### src/rtl/cpu_isa_pkg.sv
// Shared ISA definitions for the decode stage and the register bank.
// Holds the opcode encodings, instruction field positions, the write-gate
// function shared with the register bank, and a one-hot register helper.
package cpu_isa_pkg;

  localparam int NUM_REGS = 16;
  localparam int REG_AW   = 4;
  localparam int OPC_W    = 4;
  localparam int IMM_W    = 16;

  localparam logic [OPC_W-1:0] OP_NOP = 4'b1111;
  localparam logic [OPC_W-1:0] OP_STR = 4'b1000;
  localparam logic [OPC_W-1:0] OP_CMP = 4'b1010;

  // Instruction field LSB positions
  localparam int OPC_LSB  = 28;
  localparam int DEST_LSB = 24;
  localparam int SRC1_LSB = 20;
  localparam int SRC2_LSB = 16;
  localparam int IMM_LSB  = 0;

  function automatic logic writes_reg(input logic [OPC_W-1:0] opc);
    return !((opc == OP_NOP) || (opc == OP_STR) || (opc == OP_CMP));
  endfunction

  function automatic logic [NUM_REGS-1:0] reg_onehot(input logic [REG_AW-1:0] addr);
    logic [NUM_REGS-1:0] v;
    v       = '0;
    v[addr] = 1'b1;
    return v;
  endfunction

endpackage

### src/rtl/reg_scoreboard.sv
// Pending-write scoreboard, one bit per architectural register.
// Ports:
//   clk, rst            clock, synchronous active-high reset
//   set_en_i/set_addr_i mark a register pending (wins over any clear)
//   wb_valid_i/wb_dest_i writeback clear; also bypassed into the lookups
//   flush_clr_i/flush_addr_i clear the dest of a discarded instruction
//   rd_addr{0,1,2}_i / pend{0,1,2}_o  combinational pending lookups
//   busy_mask_o         registered pending mask
module reg_scoreboard
  import cpu_isa_pkg::*;
(
  input  logic                clk,
  input  logic                rst,
  input  logic                set_en_i,
  input  logic [REG_AW-1:0]   set_addr_i,
  input  logic                wb_valid_i,
  input  logic [REG_AW-1:0]   wb_dest_i,
  input  logic                flush_clr_i,
  input  logic [REG_AW-1:0]   flush_addr_i,
  input  logic [REG_AW-1:0]   rd_addr0_i,
  input  logic [REG_AW-1:0]   rd_addr1_i,
  input  logic [REG_AW-1:0]   rd_addr2_i,
  output logic                pend0_o,
  output logic                pend1_o,
  output logic                pend2_o,
  output logic [NUM_REGS-1:0] busy_mask_o
);

  logic [NUM_REGS-1:0] mask_q, mask_d;
  logic [NUM_REGS-1:0] set_vec, wb_vec, fl_vec, pend_eff;

  always_comb begin
    set_vec  = set_en_i    ? reg_onehot(set_addr_i)   : '0;
    wb_vec   = wb_valid_i  ? reg_onehot(wb_dest_i)    : '0;
    fl_vec   = flush_clr_i ? reg_onehot(flush_addr_i) : '0;
    // A writeback landing this cycle already satisfies its readers.
    pend_eff = mask_q & ~wb_vec;
    mask_d   = (mask_q & ~wb_vec & ~fl_vec) | set_vec;
  end

  always_ff @(posedge clk) begin
    if (rst) mask_q <= '0;
    else     mask_q <= mask_d;
  end

  assign pend0_o     = pend_eff[rd_addr0_i];
  assign pend1_o     = pend_eff[rd_addr1_i];
  assign pend2_o     = pend_eff[rd_addr2_i];
  assign busy_mask_o = mask_q;

endmodule

### src/rtl/instr_decode_stage.sv
// Decode/issue stage in front of the register bank.
// Accepts an instruction over in_valid/in_ready, splits it into fields and
// holds them in one output register (out_valid/out_ready). Issue stalls while
// any referenced register has a write in flight, unless SB_ENABLE is 0.
// Ports:
//   clk, rst                      clock, synchronous active-high reset
//   in_valid, in_ready, in_instr  upstream handshake and instruction
//   out_valid, out_ready          downstream handshake
//   opcode, dest, srcadd1, srcadd2, imm, wr_en  held decoded fields
//   wb_valid, wb_dest             writeback strobe
//   flush                         discard the held instruction
//   busy_mask                     scoreboard pending bits
module instr_decode_stage
  import cpu_isa_pkg::*;
#(
  parameter bit SB_ENABLE = 1'b1
) (
  input  logic                clk,
  input  logic                rst,
  input  logic                in_valid,
  output logic                in_ready,
  input  logic [31:0]         in_instr,
  output logic                out_valid,
  input  logic                out_ready,
  output logic [OPC_W-1:0]    opcode,
  output logic [REG_AW-1:0]   dest,
  output logic [REG_AW-1:0]   srcadd1,
  output logic [REG_AW-1:0]   srcadd2,
  output logic [IMM_W-1:0]    imm,
  output logic                wr_en,
  input  logic                wb_valid,
  input  logic [REG_AW-1:0]   wb_dest,
  input  logic                flush,
  output logic [NUM_REGS-1:0] busy_mask
);

  logic [OPC_W-1:0]  in_opc;
  logic [REG_AW-1:0] in_dest, in_src1, in_src2;
  logic [IMM_W-1:0]  in_imm;
  logic              in_wr;

  assign in_opc  = in_instr[OPC_LSB  +: OPC_W];
  assign in_dest = in_instr[DEST_LSB +: REG_AW];
  assign in_src1 = in_instr[SRC1_LSB +: REG_AW];
  assign in_src2 = in_instr[SRC2_LSB +: REG_AW];
  assign in_imm  = in_instr[IMM_LSB  +: IMM_W];
  assign in_wr   = writes_reg(in_opc);

  logic              out_valid_q, out_valid_d;
  logic [OPC_W-1:0]  opcode_q, opcode_d;
  logic [REG_AW-1:0] dest_q, dest_d, src1_q, src1_d, src2_q, src2_d;
  logic [IMM_W-1:0]  imm_q, imm_d;
  logic              wr_en_q, wr_en_d;

  logic pend_dest, pend_src1, pend_src2;
  logic hazard, accept, flush_clr;

  // Checks all three addresses even when the opcode ignores some of them.
  assign hazard    = (in_opc != OP_NOP) && (pend_dest || pend_src1 || pend_src2);
  assign in_ready  = !rst && !flush && (!out_valid_q || out_ready) && !(SB_ENABLE && hazard);
  assign accept    = in_valid && in_ready;
  assign flush_clr = flush && out_valid_q && wr_en_q;

  reg_scoreboard u_sb (
    .clk          (clk),
    .rst          (rst),
    .set_en_i     (accept && in_wr),
    .set_addr_i   (in_dest),
    .wb_valid_i   (wb_valid),
    .wb_dest_i    (wb_dest),
    .flush_clr_i  (flush_clr),
    .flush_addr_i (dest_q),
    .rd_addr0_i   (in_dest),
    .rd_addr1_i   (in_src1),
    .rd_addr2_i   (in_src2),
    .pend0_o      (pend_dest),
    .pend1_o      (pend_src1),
    .pend2_o      (pend_src2),
    .busy_mask_o  (busy_mask)
  );

  always_comb begin
    out_valid_d = out_valid_q;
    opcode_d    = opcode_q;
    dest_d      = dest_q;
    src1_d      = src1_q;
    src2_d      = src2_q;
    imm_d       = imm_q;
    wr_en_d     = wr_en_q;
    if (accept) begin
      out_valid_d = 1'b1;
      opcode_d    = in_opc;
      dest_d      = in_dest;
      src1_d      = in_src1;
      src2_d      = in_src2;
      imm_d       = in_imm;
      wr_en_d     = in_wr;
    end else if (flush || (out_valid_q && out_ready)) begin
      out_valid_d = 1'b0;
    end
  end

  always_ff @(posedge clk) begin
    if (rst) begin
      out_valid_q <= 1'b0;
      opcode_q    <= OP_NOP;
      dest_q      <= '0;
      src1_q      <= '0;
      src2_q      <= '0;
      imm_q       <= '0;
      wr_en_q     <= 1'b0;
    end else begin
      out_valid_q <= out_valid_d;
      opcode_q    <= opcode_d;
      dest_q      <= dest_d;
      src1_q      <= src1_d;
      src2_q      <= src2_d;
      imm_q       <= imm_d;
      wr_en_q     <= wr_en_d;
    end
  end

  assign out_valid = out_valid_q;
  assign opcode    = opcode_q;
  assign dest      = dest_q;
  assign srcadd1   = src1_q;
  assign srcadd2   = src2_q;
  assign imm       = imm_q;
  assign wr_en     = wr_en_q;

endmodule

### config.mk
export PLATFORM = sky130hd
export DESIGN_NAME = instr_decode_stage
export DESIGN_NICKNAME = d
export VERILOG_FILES = /design/src/rtl/cpu_isa_pkg.sv /design/src/rtl/reg_scoreboard.sv /design/src/rtl/instr_decode_stage.sv
export SDC_FILE = /design/constraint.sdc
export NUM_CORES = 1
export LEC_CHECK = 0
export CAP_MARGIN = 20
export CORE_MARGIN = 1.5
export CORE_UTILIZATION = 35
export DETAILED_ROUTE_END_ITERATION = 8
export GPL_TIMING_DRIVEN = 0
export PLACE_DENSITY = 0.66
export SLEW_MARGIN = 20
export SYNTH_ARGS = -nofsm -noshare
export SYNTH_HDL_FRONTEND = slang
export SYNTH_SLANG_ARGS = --single-unit
### constraint.sdc
create_clock -name clk -period 4.19 [get_ports clk]
set_input_delay 0.6285 -clock clk [delete_from_list [all_inputs] [get_ports clk]]
set_output_delay 0.6285 -clock clk [all_outputs]
set_load 0.02 [all_outputs]
==> out/qor.csv <==
stage,metric,value,unit
worst_setup_path,Crit Path Max Fanout,6,
final_layout,Layout Nets,469,
die,die footprint,0.008557,mm²
logic_synthesis,Post-synth EDFFs,0,
logic_synthesis,Synth area leaders,"dfxtp_1 (36%), a21oi_1 (6.4%), o21ai_0 (6.4%), nand3_1 (5.9%), o41ai_2 (5.2%)",
worst_setup_path,CP Capture Type,primary output,
place,gpl congestion,0.9498,
logic_synthesis,share of the yosys chip area belonging to registers,35.70,%
clock_tree,maximum clock insertion buffer count,2,
timing,final setup violation count,0,
routing,1st-iter DRT viols,239,
worst_setup_path,kind of critical path,primary input to primary output,
timing,Slew headroom,59.72,%
clock_tree,Clk Tree Root Cell,clkbuf_8,
timing,final slew viol count,0,
routing,ANT nets after route,0,
clock_tree,Num Clock Sinks,50,
place,Post-DP HPWL,7.458,mm
logic_synthesis,Yosys reg bits,50,
power_and_ir_drop,VDD IR max,0.1261,mV
logic_synthesis,"Top FF cell, synth",dfxtp_1,
routing,residual DRC count,0,
logic_synthesis,Post-Syn Area,0.002804,mm²
logic_synthesis,synthesized net count,372,
grt,first-pass GRT wire length,15.46,mm
timing,fin crit share,94.55,%
clock_tree,Clock Latency Late Sink,310,ps
logic_synthesis,Syn Area/Cell,8.497,µm²
clock_tree,CTS Buf Count,5,
logic_synthesis,area fraction of the dominant cell type after synthesis,35.70,%
worst_setup_path,Required @ worst endpoint,3560,ps
worst_setup_path,"Arr. time, crit path",3330,ps
die,Starting Density,36.29,%
clock_tree,CTS tree,done,
grt,initial antenna violation count,0,
timing,post-route setup TNS,0,ps
clock_tree,Clock transition at path regs,90,ps
clock_tree,CTS H-Tree Depth,2,
final_layout,post-layout utilization of the core,51.12,%
timing,fmax,252.4,MHz
logic_synthesis,"Async S/R FF share, synth",0,%
die,Rows,32,
worst_setup_path,worst setup path start,wb_dest[3],
timing,Hold Fails Final Rpt,0,
routing,Via Count,3143,
logic_synthesis,synth warn,0,
worst_hold_path,type of the tightest min-delay check,flop to flop,
die,die width,92.51,µm
timing,RSZ-0062 raised after global routing,no,
power_and_ir_drop,Final Power,962.5,µW
routing,vias per cell,5.941,
worst_setup_path,CP startpoint kind,primary input,
place,Placed Instances,521,
final_layout,fraction of layout cells with a size suffix above 1,11.48,%
worst_hold_path,min-delay src,imm[11]$_SDFFE_PP0P_,
routing,DR pass1 iterations,5,
die,io pins,93,
grt,GR Overflow Total,0,
routing,drt total wl,9.769,mm
final_layout,Non-Filler Instances,529,
grt,vias in the first global route,2956,
power_and_ir_drop,Pwr Density,243.7,mW/mm²
final_layout,layout overhead on the synthesized area,40.87,%
die,core area,0.007727,mm²
routing,wire per inst,18.47,µm
power_and_ir_drop,Pleak,1.302,nW
timing,Slew @ Worst Pin,604.2,ps
flow_run,max_cap viols,0,
status,outcome,finished clean,
timing,skew final,8.328,ps
logic_synthesis,library cells used by synthesis,52,
grt,largest net degree at the start of global routing,16,
timing,Tmin final,3962,ps
grt,Global Route Usage Sum,22.83,%
place,PortBufs,89,
die,chip height,92.51,µm
logic_synthesis,post-synthesis cell count,330,
worst_setup_path,Critical R2R Launch,u_sb.busy_mask_o[5]$_SDFF_PP0_,
final_layout,ant diodes,0,
logic_synthesis,"area leader, netlist",dfxtp_1,
==> registers in the layout (all words and copies together), names as in the netlist <==
| name | cells |
|---|---|
| dest | 4 |
| imm | 16 |
| opcode | 4 |
| out_valid | 1 |
| srcadd1 | 4 |
| srcadd2 | 4 |
| u_sb.busy_mask_o | 16 |
| wr_en | 1 |
==> cell families after synthesis <==
kind of cell / count (synthesis) / synth area share, %
AOI/OAI and AO/OA: 143 / 36.63
buffers and inverters: 34 / 5.488
DFF: 50 / 35.70
muxes: 6 / 3.570
and+or+nand+nor: 97 / 18.61
==> per-layer routing <==
metal  GRT usage, %  share of wire (%)  vias up
met4          7.564                1.8        0
met3          3.695                5.5       19
met2          36.15                 47      144
li1               -                  -     1476
met1          31.39                 45     1504
met5              0                  0        -
==> final cells by class <==
| type | instances | area (µm²) |
|---|---|---|
| Fill cell | 743 | 3777 |
| Multi-Input combinational cell | 246 | 1688 |
| Sequential cell | 50 | 1001 |
| Timing Repair Buffer | 90 | 897.1 |
| Buffer | 28 | 131.4 |
| Tap cell | 102 | 127.6 |
| Clock buffer | 5 | 68.82 |
| Inverter | 6 | 22.52 |
| Clock inverter | 2 | 13.76 |
==> what timing repair did <==
item                                    CTS  global route
hold buffers                              0             0
setup buffers                             1             0
endpoints found under the setup margin    1             0
resized for setup                        12             0
==> report_power, final <==
group	total [mW]	switching [mW]	internal [mW]
Clock	0.283	0.167	0.116
Sequential	0.493	0.00756	0.485
Combinational	0.186	0.105	0.0818
Total	0.963	0.279	0.683
==> synth_stat cells (2+ instances only) <==
cell type,n
dfxtp_1,50
a21oi_1,36
o21ai_0,36
nand3_1,33
nor2_1,22
clkbuf_1,18
a211o_1,12
o211ai_1,9
o41ai_2,9
nand2_1,8
nand2b_1,7
o2111ai_1,7
buf_2,6
inv_1,6
o21ai_1,6
o41ai_1,6
a311o_1,3
and4_1,3
mux4_2,3
nand3b_1,3
nor2b_1,3
o21ai_2,3
or2_2,3
a21o_1,2
a22oi_1,2
a31oi_1,2
and3_1,2
buf_6,2
mux2_2,2
nor3_1,2
o21a_1,2
or4_1,2
==> worst paths after layout <==
| check | endpoint | slack (ps) | depth (start not counted) |
|---|---|---|---|
| setup reg to reg | u_sb.busy_mask_o[3]$_SDFF_PP0_ | 1560 | 9 |
| setup / recovery | in_ready | 230 | 9 |
| hold reg to reg | imm[11]$_SDFFE_PP0P_ | 470 | 2 |
| hold / removal | imm[11]$_SDFFE_PP0P_ | 470 | 2 |
==> cell usage in the layout, fill, tap and decap left out, drive strengths merged, types with 3 or more instances in the layout <==
cell type,n
or2,3
nand2,8
and4,3
or4,3
buf,11
a21oi,36
a311o,3
o211ai,9
o21ai,46
inv,7
dfxtp,50
o41ai,15
nor2,23
mux4,3
nand2b,7
nand3b,3
a211o,12
nand3,33
clkdlybuf4s50,88
clkbuf,23
o2111ai,7
nor2b,3
==> stage by stage <==
stage          area [µm²]  setup slack, ps  hold WS (ps)
5_1_grt              3950            114.0         491.0
4_1_cts              3950            240.8         470.8
3_3_place_gp         3822           -143.2         453.0
6_report             3950            228.2         467.7
3_5_place_dp         3822           -133.2         457.8
2_1_floorplan        2804             1171         547.0
==> critical path: stages <==
cell and delay [ps]:
clkdlybuf4s50_1 470, nand3b_1 320, o21ai_0 440, mux4_2 340, nor3b_1 60, or3_1 340
nor4_1 210, o21a_1 160, dlygate4sd2_1 350
Power figures use the tool's default switching activity.
